`src/rtl/keypad_emulator_pkg.sv`:
```
// Shared game package: FSM encoding, key codes and counter width
// for the keypad emulator.
package keypad_emulator_pkg;

   localparam int CNT_W = 16;

   typedef enum logic [2:0] {
      ST_IDLE           = 3'd0,
      ST_BOUNCE_PRESS   = 3'd1,
      ST_HOLD           = 3'd2,
      ST_BOUNCE_RELEASE = 3'd3,
      ST_GAP            = 3'd4
   } state_e;

   localparam logic [3:0] KEY_LEFT  = 4'h1;
   localparam logic [3:0] KEY_DOWN  = 4'h2;
   localparam logic [3:0] KEY_RIGHT = 4'h3;
   localparam logic [3:0] KEY_UP    = 4'h6;

endpackage

```
`src/rtl/keypad_emulator_if.sv`:
```
// Press-request handshake between a key source and the emulator.
interface keypad_emulator_if;

   logic       req_valid;
   logic [3:0] req_code;
   logic       req_ready;
   logic       abort;
   logic       busy;
   logic       done;

   modport master (
      output req_valid, req_code, abort,
      input  req_ready, busy, done
   );

   modport slave (
      input  req_valid, req_code, abort,
      output req_ready, busy, done
   );

endinterface

```
`src/rtl/keypad_emulator_press_timer.sv`:
```
// Elapsed-cycle counter for each timed press phase; tc flags the
// final cycle of the phase.
module press_timer
   import keypad_emulator_pkg::*;
(
   input  logic             clk,
   input  logic             rst,
   input  logic             clr,
   input  logic [CNT_W-1:0] last,
   output logic [CNT_W-1:0] elapsed,
   output logic             tc
);

   logic [CNT_W-1:0] elapsed_q;
   logic [CNT_W-1:0] elapsed_d;

   always_comb begin
      elapsed_d = clr ? '0 : elapsed_q + CNT_W'(1);
   end

   always_ff @(posedge clk) begin
      if (!rst) elapsed_q <= '0;
      else      elapsed_q <= elapsed_d;
   end

   assign elapsed = elapsed_q;
   assign tc      = (elapsed_q == last);

endmodule

```
`src/rtl/keypad_emulator.sv`:
```
// Keypad emulator: presses one matrix key with contact bounce and
// behaves like a passive switch between col strobes and row lines.
module keypad_emulator
   import keypad_emulator_pkg::*;
#(
   parameter int HOLD_CYCLES   = 1000,
   parameter int BOUNCE_CYCLES = 16,
   parameter int BOUNCE_PERIOD = 4,
   parameter int GAP_CYCLES    = 100
) (
   input  logic        clk,
   input  logic        rst,
   input  logic [3:0]  col,
   output logic [3:0]  row,
   keypad_emulator_if.slave kp
);

   localparam int PER_SH = $clog2(BOUNCE_PERIOD);

   localparam logic [CNT_W-1:0] HOLD_LAST   = CNT_W'(HOLD_CYCLES - 1);
   localparam logic [CNT_W-1:0] BOUNCE_LAST = CNT_W'(BOUNCE_CYCLES - 1);
   localparam logic [CNT_W-1:0] GAP_LAST    = CNT_W'(GAP_CYCLES - 1);

   // Zero-length phases are skipped entirely
   localparam state_e PRESS_ST = (BOUNCE_CYCLES > 0) ? ST_BOUNCE_PRESS
                                                     : ST_HOLD;
   localparam state_e GAP_ST   = (GAP_CYCLES > 0) ? ST_GAP : ST_IDLE;
   localparam state_e REL_ST   = (BOUNCE_CYCLES > 0) ? ST_BOUNCE_RELEASE
                                                     : GAP_ST;

   state_e state_q, state_d;
   logic [3:0] key_q, key_d;
   logic done_q, done_d;

   logic [CNT_W-1:0] elapsed;
   logic [CNT_W-1:0] last;
   logic tc;
   logic clr;
   logic contact;
   logic bounce_closed;

   press_timer u_timer (
      .clk     (clk),
      .rst     (rst),
      .clr     (clr),
      .last    (last),
      .elapsed (elapsed),
      .tc      (tc)
   );

   always_ff @(posedge clk) begin
      if (!rst) begin
         state_q <= ST_IDLE;
         key_q   <= '0;
         done_q  <= 1'b0;
      end else begin
         state_q <= state_d;
         key_q   <= key_d;
         done_q  <= done_d;
      end
   end

   always_comb begin
      state_d = state_q;
      key_d   = key_q;
      unique case (state_q)
         ST_IDLE: begin
            if (kp.req_valid) begin
               state_d = PRESS_ST;
               key_d   = kp.req_code;
            end
         end
         ST_BOUNCE_PRESS: begin
            if (kp.abort)   state_d = REL_ST;
            else if (tc)    state_d = ST_HOLD;
         end
         ST_HOLD: begin
            if (kp.abort || tc) state_d = REL_ST;
         end
         ST_BOUNCE_RELEASE: begin
            if (tc) state_d = GAP_ST;
         end
         ST_GAP: begin
            if (tc) state_d = ST_IDLE;
         end
         default: state_d = ST_IDLE;
      endcase
      done_d = (state_q != ST_IDLE) && (state_d == ST_IDLE);
      clr    = (state_d != state_q) || (state_q == ST_IDLE);
   end

   always_comb begin
      unique case (state_q)
         ST_BOUNCE_PRESS,
         ST_BOUNCE_RELEASE: last = BOUNCE_LAST;
         ST_HOLD:           last = HOLD_LAST;
         ST_GAP:            last = GAP_LAST;
         default:           last = '0;
      endcase
   end

   // Contact is gated by rst so a reset releases the key at once
   always_comb begin
      bounce_closed = ((elapsed >> PER_SH) & CNT_W'(1)) == '0;
      contact       = 1'b0;
      unique case (state_q)
         ST_HOLD:           contact = 1'b1;
         ST_BOUNCE_PRESS,
         ST_BOUNCE_RELEASE: contact = bounce_closed;
         default:           contact = 1'b0;
      endcase
      contact = contact && rst;
      row     = 4'hF;
      if (contact && !col[key_q[1:0]]) row[key_q[3:2]] = 1'b0;
   end

   assign kp.req_ready = (state_q == ST_IDLE) || !rst;
   assign kp.busy      = (state_q != ST_IDLE) && rst;
   assign kp.done      = done_q && rst;

endmodule

```
`src/flat_wrapper.sv`:
```
// flat-port wrapper written by rule: the top's interface ports become plain ports
module keypad_emulator_flat import keypad_emulator_pkg::*;
#(
   parameter int HOLD_CYCLES   = 1000,
   parameter int BOUNCE_CYCLES = 16,
   parameter int BOUNCE_PERIOD = 4,
   parameter int GAP_CYCLES    = 100
)
  (clk, rst, col, row, kp_req_valid, kp_req_code, kp_abort, kp_req_ready, kp_busy, kp_done);
  keypad_emulator_if kp_i ();
  input  logic clk;
  input  logic rst;
  input  logic [3:0] col;
  output logic [3:0] row;
  input wire logic [$bits(kp_i.req_valid)-1:0] kp_req_valid;
  input wire logic [$bits(kp_i.req_code)-1:0] kp_req_code;
  input wire logic [$bits(kp_i.abort)-1:0] kp_abort;
  output wire logic [$bits(kp_i.req_ready)-1:0] kp_req_ready;
  output wire logic [$bits(kp_i.busy)-1:0] kp_busy;
  output wire logic [$bits(kp_i.done)-1:0] kp_done;
  assign kp_i.req_valid = kp_req_valid;
  assign kp_i.req_code = kp_req_code;
  assign kp_i.abort = kp_abort;
  assign kp_req_ready = kp_i.req_ready;
  assign kp_busy = kp_i.busy;
  assign kp_done = kp_i.done;
  keypad_emulator #(.HOLD_CYCLES(HOLD_CYCLES), .BOUNCE_CYCLES(BOUNCE_CYCLES), .BOUNCE_PERIOD(BOUNCE_PERIOD), .GAP_CYCLES(GAP_CYCLES)) u_core (.clk(clk), .rst(rst), .col(col), .row(row), .kp(kp_i));
endmodule
```
`config.mk`:
```
export PLATFORM = sky130hd
export DESIGN_NAME = keypad_emulator_flat
export DESIGN_NICKNAME = d
export VERILOG_FILES = /design/src/rtl/keypad_emulator_pkg.sv /design/src/rtl/keypad_emulator_if.sv /design/src/rtl/keypad_emulator_press_timer.sv /design/src/rtl/keypad_emulator.sv /design/src/flat_wrapper.sv
export SDC_FILE = /design/constraint.sdc
export NUM_CORES = 1
export LEC_CHECK = 0
export CAP_MARGIN = 20
export CORE_MARGIN = 5
export CORE_UTILIZATION = 54
export DETAILED_ROUTE_END_ITERATION = 6
export PLACE_DENSITY_LB_ADDON = 0.05
export SLEW_MARGIN = 20
export SYNTH_ARGS = -nofsm -noshare
export SYNTH_HDL_FRONTEND = slang
export SYNTH_SLANG_ARGS = --single-unit
```
`constraint.sdc`:
```
create_clock -name clk -period 2.3 [get_ports clk]
set_input_delay 0.69 -clock clk [delete_from_list [all_inputs] [get_ports clk]]
set_output_delay 0.69 -clock clk [all_outputs]
set_load 0.1 [all_outputs]
```
# ---- Word-level counts from Yosys, hierarchy flattened
# Cells that the tools add are included.
# W data, S select, Z words.
dict set report totals {
  elab_cells 48
  ff_bits 24
  out_inout_bits 7
  input_bits 12
}
dict set report classes {
  bitwise 2
  n_reduce_logical 18
  addsub 1
  n_mux 14
  n_lt_le_gt_ge 3
  eq_ne 6
}
# cell count
set ops {}
lappend ops {{$pmux W10 S3} 1}
lappend ops {{$mux W3} 6}
lappend ops {{$add A16 B1 Y16 const B} 1}
lappend ops {{$eq A16 B16 Y1} 1}
lappend ops {{$logic_not A16 Y1} 1}
lappend ops {{$pmux W3 S5} 1}
lappend ops {{$eq A3 B2 Y1 const B} 2}
lappend ops {{$logic_and A1 B1 Y1} 6}
lappend ops {{$logic_not A3 Y1} 2}
lappend ops {{$lt A2 B3 Y1 const B} 2}
lappend ops {{$mux W4} 1}
lappend ops {{$not A4 Y4} 1}
lappend ops {{$reduce_or A2 Y1} 2}
lappend ops {{$eq A3 B1 Y1 const B} 1}
lappend ops {{$eq A3 B3 Y1 const B} 1}
lappend ops {{$logic_or A1 B1 Y1} 3}
lappend ops {{$ne A3 B3 Y1} 1}
lappend ops {{$reduce_bool A3 Y1} 1}
lappend ops {{$bmux W1 S2} 1}
lappend ops {{$demux W1 S2} 1}
lappend ops {{$ge A2 B1 Y1 const B} 1}
lappend ops {{$logic_not A1 Y1} 2}
lappend ops {{$mux W1} 2}
lappend ops {{$pmux W1 S2} 1}
lappend ops {{other kinds (2)} 2}

# ---- Depth between registers and ports, before layout
# Gate-level depths: netlist of run 1.
dict set report logic_depth {
  depth_word 10
  depth_mapped 9
  depth_no_buf 7
}

# ---- By module
# From an unflattened synthesis of run 1, not the netlist that was laid out.
dict set report hier_totals {
  cells_unflattened 160
  hier_area_um2 1410.1
}
# module cells_per_inst instances area_per_inst_um2 seq_area_each_um2
set by_module_without_submodules {}
lappend by_module_without_submodules {press_timer 101 1 868.3 320.3}
lappend by_module_without_submodules {keypad_emulator 59 1 541.8 160.2}

# ---- Least setup slack after synthesis of run 1
# OpenSTA, ideal clock, no wires.
dict set report synth_timing {
  path_kind {input -> output}
  startpoint {in rst}
  endpoint {out kp_busy}
  setup_slack_ps -748
  required_time_ps 1610
  path_buffers 1
  path_stages 3
  arrival_time_ps 2358
  path_cell_list {clkbuf_1 > nand2_1 > inv_1}
}
dict set report synth_between {
  elab_chain_len 1
}
# item line_no
set synth_rtl {}
lappend synth_rtl {{start: declaration} flat_wrapper.sv:12} ;# input logic rst;
lappend synth_rtl {{$logic_and A1 B1 Y1} keypad_emulator.sv:118} ;# assign kp.busy = (state_q != ST_IDLE) && rst;
lappend synth_rtl {{end: declaration} flat_wrapper.sv:19} ;# output wire logic [$bits(kp_i.busy)-1:0] kp_busy;
# Every way passes these cells.

# ---- Worst setup path in the final report of run 1
dict set report layout_timing {
  startpoint {in col[3]}
  endpoint {out row[0]}
}
dict set report layout_between {
  elab_chain_len 5
}
# item line_no
set layout_rtl {}
lappend layout_rtl {{start: declaration} flat_wrapper.sv:13} ;# input logic [3:0] col;
lappend layout_rtl {{$bmux W1 S2} keypad_emulator.sv:114} ;# if (contact && !col[key_q[1:0]]) row[key_q[3:2]] = 1'b0;
lappend layout_rtl {{$mux W1 (not written as such)} keypad_emulator.sv:114}
lappend layout_rtl {{$logic_not A1 Y1} keypad_emulator.sv:114}
lappend layout_rtl {{$logic_and A1 B1 Y1} keypad_emulator.sv:114}
lappend layout_rtl {{$mux W4} keypad_emulator.sv:114}
lappend layout_rtl {{end: declaration} flat_wrapper.sv:14} ;# output logic [3:0] row;
# Every way passes these cells. The select of a mux whose other input is x is not followed.

==> results_dict.tcl, run 1 <==
set metrics [dict create \
    crit_fanout 2 \
    cts_buffer_depth 2 \
    vias 1210 \
    htree_levels 1 \
    synth_area_um2 1410 \
    grt_usage 0.192 \
    reg2reg_to "u_core.state_q[2]" \
    yosysTopAreaCell "dfxtp_1" \
    synth_xor_area_frac 0.105 \
    initial_core_util 0.566 \
    ys_ff_latch 24 \
    hp-start "u_core.u_timer.elapsed[0]" \
    antenna_found_initial 0 \
    min_path_cells 1 \
    grt_max_degree 17 \
    ys_top_cells_by_count "dfxtp_1, nor2_1, nand2_1, xor2_1" \
    r2r_start "u_core.state_q[0]" \
    drive_above_1_share 0.297 \
    vdd_drop_max_uv 439 \
    p_per_area_nw_per_um2 630 \
    ys_top_cells_by_area "dfxtp_1, nor2_1, xor2_1" \
    drt_iter0_drc 38 \
    grtUsageMet3 0.0356 \
    slew_headroom 0.733 \
    synthFlopType "dfxtp_1" \
    slew_violations 0 \
    clock_skew_ps 3.20 \
    synth_simple_gate_area_frac 0.320 \
    num_antenna_cells 0 \
    first_pass_iters 4 \
    p_leak_nw 0.713 \
    grt_setup_unrepaired "yes" \
    grt-busiest-layer "met2" \
    cts_root_buf "clkbuf_4" \
    final_area_um2 1900 \
    dieArea_um2 3740 \
    clk_latency_ps 310 \
    worstMarginPinSlew_ps 397 \
    core-area_um2 2500 \
    io_pins 19 \
    viasPerCell 5.45 \
    r2r_slack_ps 60 \
    fill_cells 165 \
    final.min_clock_period_ps 2620 \
    synthAdderAreaFrac 0.00885 \
    crit_required_ps 1610 \
    avgSynthCellArea_um2 8.62 \
    postRouteAntennaNets 0 \
    holdWs_ps 509 \
    violations "negative setup slack" \
    nets 206 \
    multi_input_area_um2 920 \
    fin_crit_sh 1.14 \
    drv_cap 0 \
    synth.most_common_cell "dfxtp_1" \
    netlist_instances 164 \
    clock_sinks 24 \
    grt_pass1_wl_um 5400 \
    fin_ws_ps -316 \
    yosysUniqueCellTypes 49 \
    arrival_ps 1930 \
    async_flop_share 0 \
    placed_area_um2 1740 \
    cts_tree "done" \
    synth_nets 177 \
    drc 0 \
    grt_use_met1 0.245 \
    cts_hold_buf 0 \
    die_w_um 61.2 \
    hold_viol 0 \
    syn2layout_area_growth_pct 34.5 \
    hold_end "u_core.u_timer.elapsed[0]" \
    use_met2 0.316 \
    grt_pass1_vias 1234 \
    endpoint_kind "primary output" \
    critPathLaunchType "input pin" \
    synth_top_family_by_area "simple AND/OR/NAND/NOR gates" \
    max_freq_mhz 382 \
    hp-class "reg2reg" \
    fin_setup_tns_ps -1150 \
    gr-total-overflow 0 \
    gp_congestion 0.828 \
    clk_transition_reported_paths_ps 140 \
    ff2ff_path_depth 8 \
    power_mw 1.20 \
    yosys_warnings 0 \
    synth_top_cell_area_share 0.340 \
    synthMuxAreaShare 0.0664 \
    criticalPathCategory "in2out" \
    io_buffers 18 \
    status "finished with violations" \
    yosysSeqAreaShare 0.340 \
    seqCellArea_um2 487 \
    setup_viol 4 \
    cts_inserted_buffers 3 \
    synth-compound-area-share 0.102 \
    dp_hpwl_um 2240 \
    drt-wirelength-per-cell_um 13.9 \
    totalWireLength_um 3100 \
    synth-edff-count 0 \
    die_h_um 61.2 \
    num_rows 18 \
]
[report_power, final]
group / internal (mW) / switching, mW
sequential: 0.433 / 0.0182
clock: 0.176 / 0.131
combinational: 0.208 / 0.232
[critical path: stages]
cell      delay [ps]
buf_6             90
mux4_2           480
buf_4            160
nor4_4           180
nand2b_1         140
buf_12           190
[state kept, by name, summed over array words and instances, names as in the netlist]
register and count:
u_core.u_timer.elapsed 16, u_core.state_q 3, u_core.done_q 1, u_core.key_q 4
[routing by layer]
layer / up-vias / part of all wire
met5: - / 0
met4: 0 / 0.012
met3: 4 / 0.033
met2: 23 / 0.50
met1: 565 / 0.45
li1: 618 / -
[cells by family after synthesis]
logic type      count (synthesis)
mux                             8
compound gates                 19
simple gates                   82
flops                          24
buf+inv                        13
fa+ha+maj                       1
xor+xnor                       17
[stage by stage]
| step | cells | setup WS (ps) | utilization |
|---|---|---|---|
| 2_1_floorplan | 164 | -519 | - |
| 3_3_place_gp | 215 | -626 | 0.697 |
| 3_5_place_dp | 215 | -701 | 0.697 |
| 4_1_cts | 220 | -300 | 0.741 |
| 5_1_grt | 222 | -364 | 0.761 |
| 6_report | 222 | -316 | 0.761 |
[area by class of cell]
type                    count  share of cell area
multi-input cells         127               0.484
clock inverters             1              0.0158
repair buffers             33               0.203
well taps                  30              0.0197
inverters                   4             0.00987
flip-flops and latches     24               0.256
clock buffers               3              0.0118
[worst max-delay path by stage]
stage / from / to / slack [ps] / depth (start not counted)
floorplan: col[3] / row[1] / -520 / 3
global placement: col[3] / row[2] / -630 / 5
detailed placement: col[3] / row[1] / -700 / 6
CTS: col[3] / row[1] / -300 / 6
global route: col[3] / row[1] / -360 / 6
finish: col[3] / row[0] / -320 / 6
[repair_timing]
action                                  CTS  global route
setup buffers                             1             2
gates resized for setup                  26             8
gates cloned                              0             0
endpoints found under the setup margin   24            24
pin swaps                                 4             3
[placed cells by master (no fill, tap or decap), types with 2 or more instances in the layout]
cell type	instances
mux2i_1	6
clkbuf_4	3
xor2_1	9
o21ai_0	2
nor3b_1	2
or2b_2	2
dfxtp_2	2
and3_1	5
or2_2	3
nor2_1	21
clkdlybuf4s50_1	6
buf_6	6
nor2b_1	8
nand4_1	2
o31ai_1	2
a21oi_1	2
and4_1	2
nand2b_1	2
nor4_4	2
xnor2_1	8
or3_1	2
buf_12	8
inv_1	3
buf_4	12
nor3_1	2
dfxtp_1	21
nand2_2	2
nand2_1	10
nand3_1	6
a31oi_1	2
Note: power is estimated with default switching activity, not from simulation.
==> run 2: changes to the inputs <==
--- a/config.mk
+++ b/config.mk
@@ -8,6 +8,8 @@
 export CAP_MARGIN = 20
 export CORE_MARGIN = 5
 export CORE_UTILIZATION = 54
+export CTS_BUF_LIST = sky130_fd_sc_hd__clkbuf_16
+export CTS_CLUSTER_SIZE = 12
 export DETAILED_ROUTE_END_ITERATION = 6
 export PLACE_DENSITY_LB_ADDON = 0.05
 export SLEW_MARGIN = 20
==> run 2 against run 1 <==
Net effect:
- the flow still finishes with violations (negative setup slack)
- power is 14% higher
- clock skew about the same
- sequential power grew 0.9%
- clock power rose by 62%
- non-clock buffer count down 2
- sequential share of layout area is 0.31 points lower
- setup slack improved by 10 ps
- core utilization rose by 0.35 points
- register-to-register slack gained 80 ps
- critical endpoint is now row[1]
==> results_dict.tcl, run 2 (synthesized netlist as in run 1, its figures left out) <==
set metrics [dict create \
    status "finished with violations" \
    violations "negative setup slack" \
    num_antenna_cells 0 \
    die_h_um 61.2 \
    fin_crit_sh 1.13 \
    arrival_ps 1920 \
    cts_buffer_depth 2 \
    antenna_found_initial 0 \
    final_common_cell "dfxtp_1" \
    drc 0 \
    vdd_drop_max_uv 509 \
    clk_transition_reported_paths_ps 60 \
    drt_iter0_drc 35 \
    gp_congestion 0.828 \
    hold_end "u_core.u_timer.elapsed[0]" \
    ff2ff_path_depth 7 \
    drt-wirelength-per-cell_um 14.4 \
    cts_hold_buf 0 \
    slew_violations 0 \
    viasPerCell 5.46 \
    grt_pass1_vias 1210 \
    criticalPathCategory "in2out" \
    vias 1202 \
    totalWireLength_um 3180 \
    final.min_clock_period_ps 2610 \
    power_mw 1.37 \
    multi_input_area_um2 911 \
    postRouteAntennaNets 0 \
    worstMarginPinSlew_ps 406 \
    gr-total-overflow 0 \
    reg2reg_to "u_core.done_q" \
    crit_fanout 2 \
    hp-start "u_core.u_timer.elapsed[0]" \
    grt_setup_unrepaired "yes" \
    core-area_um2 2500 \
    grt_usage 0.194 \
    clk_latency_ps 260 \
    grt_pass1_wl_um 5430 \
    die_w_um 61.2 \
    clock_sinks 24 \
    endpoint_kind "primary output" \
    grt_max_degree 17 \
    syn2layout_area_growth_pct 35.1 \
    drive_above_1_share 0.279 \
    hold_viol 0 \
    fin_ws_ps -306 \
    io_buffers 18 \
    cts_tree "done" \
    seqCellArea_um2 483 \
    crit_required_ps 1610 \
    num_rows 18 \
    nets 204 \
    r2r_start "u_core.state_q[1]" \
    first_pass_iters 4 \
    hp-class "reg2reg" \
    fill_cells 175 \
    final_cell_mix "dfxtp_1, nor2_1, buf_4" \
    dieArea_um2 3740 \
    initial_core_util 0.566 \
    final_core_util 0.764 \
    dp_slack_ps -701 \
    dp_hpwl_um 2240 \
    htree_levels 1 \
    cts_inserted_buffers 3 \
    drv_cap 0 \
    p_leak_nw 0.712 \
    clock_skew_ps 2.82 \
    max_freq_mhz 384 \
    io_pins 19 \
    p_per_area_nw_per_um2 717 \
    cts_root_buf "clkbuf_16" \
    min_path_cells 1 \
    setup_viol 4 \
    fin_setup_tns_ps -1150 \
    r2r_slack_ps 140 \
    critPathLaunchType "input pin" \
    slew_headroom 0.727 \
    largest_reg_flops 16 \
]
-- run 2: layer usage --
metal / track usage / vias to the layer above / routed length (µm)
li1: - / 611 / -
met1: 0.257 / 564 / 1480
met2: 0.310 / 23 / 1540
met3: 0.0398 / 4 / 119
met4: 0.0712 / 0 / 37
met5: 0 / - / 0
-- run 2: power by group --
group | leakage [nW] | internal [mW] | switching [mW]
Clock | 0.0511 | 0.346 | 0.151
Sequential | 0.195 | 0.432 | 0.0223
Combinational | 0.466 | 0.194 | 0.225
Total | 0.712 | 0.972 | 0.398
-- run 2: timing repair --
| item | CTS | global route |
|---|---|---|
| endpoints found under the setup margin | 24 | 21 |
| gates resized for setup | 25 | 3 |
| pin swaps | 4 | 0 |
| endpoints found under the hold margin | 0 | 0 |
| gates cloned | 0 | 0 |
| buffers inserted | 1 | 0 |
-- run 2: how the worst max path moves through the flow --
stage               startpoint  endpoint  slack, ps  depth (start not counted)
CTS                     col[3]    row[1]       -300                          6
global placement        col[3]    row[2]       -630                          5
finish                  col[3]    row[1]       -310                          6
floorplan               col[3]    row[1]       -520                          3
global route            col[3]    row[1]       -350                          6
detailed placement      col[3]    row[1]       -700                          6
-- run 2: final cells by class --
cell class | instances | share of cell area
Multi-Input combinational cell | 127 | 0.477
Sequential cell | 24 | 0.253
Timing Repair Buffer | 31 | 0.186
Clock buffer | 3 | 0.0393
Tap cell | 30 | 0.0196
Clock inverter | 1 | 0.0157
Inverter | 4 | 0.00982
-- run 2: stage by stage --
| stage | hold slack [ps] | std cells | area (µm²) |
|---|---|---|---|
| finish | 499 | 220 | 1910 |
| floorplan | 437 | 164 | 1430 |
| detailed placement | 461 | 215 | 1740 |
| global route | 532 | 220 | 1910 |
| global placement | 453 | 215 | 1740 |
| CTS | 476 | 220 | 1900 |
-- run 2: critical path, stage by stage --
cell and delay (ps):
buf_6 90, mux4_2 480, buf_6 140, nor3_4 150, nand3b_1 170, buf_12 200
==> run 3: changes to the inputs <==
--- a/config.mk
+++ b/config.mk
@@ -9,7 +9,7 @@
 export CORE_MARGIN = 5
 export CORE_UTILIZATION = 54
 export CTS_BUF_LIST = sky130_fd_sc_hd__clkbuf_16
-export CTS_CLUSTER_SIZE = 12
+export CTS_CLUSTER_SIZE = 24
 export DETAILED_ROUTE_END_ITERATION = 6
 export PLACE_DENSITY_LB_ADDON = 0.05
 export SLEW_MARGIN = 20
==> results of run 3 <==
Same layout as run 2: the final DEF is identical, and so are final timing and power.
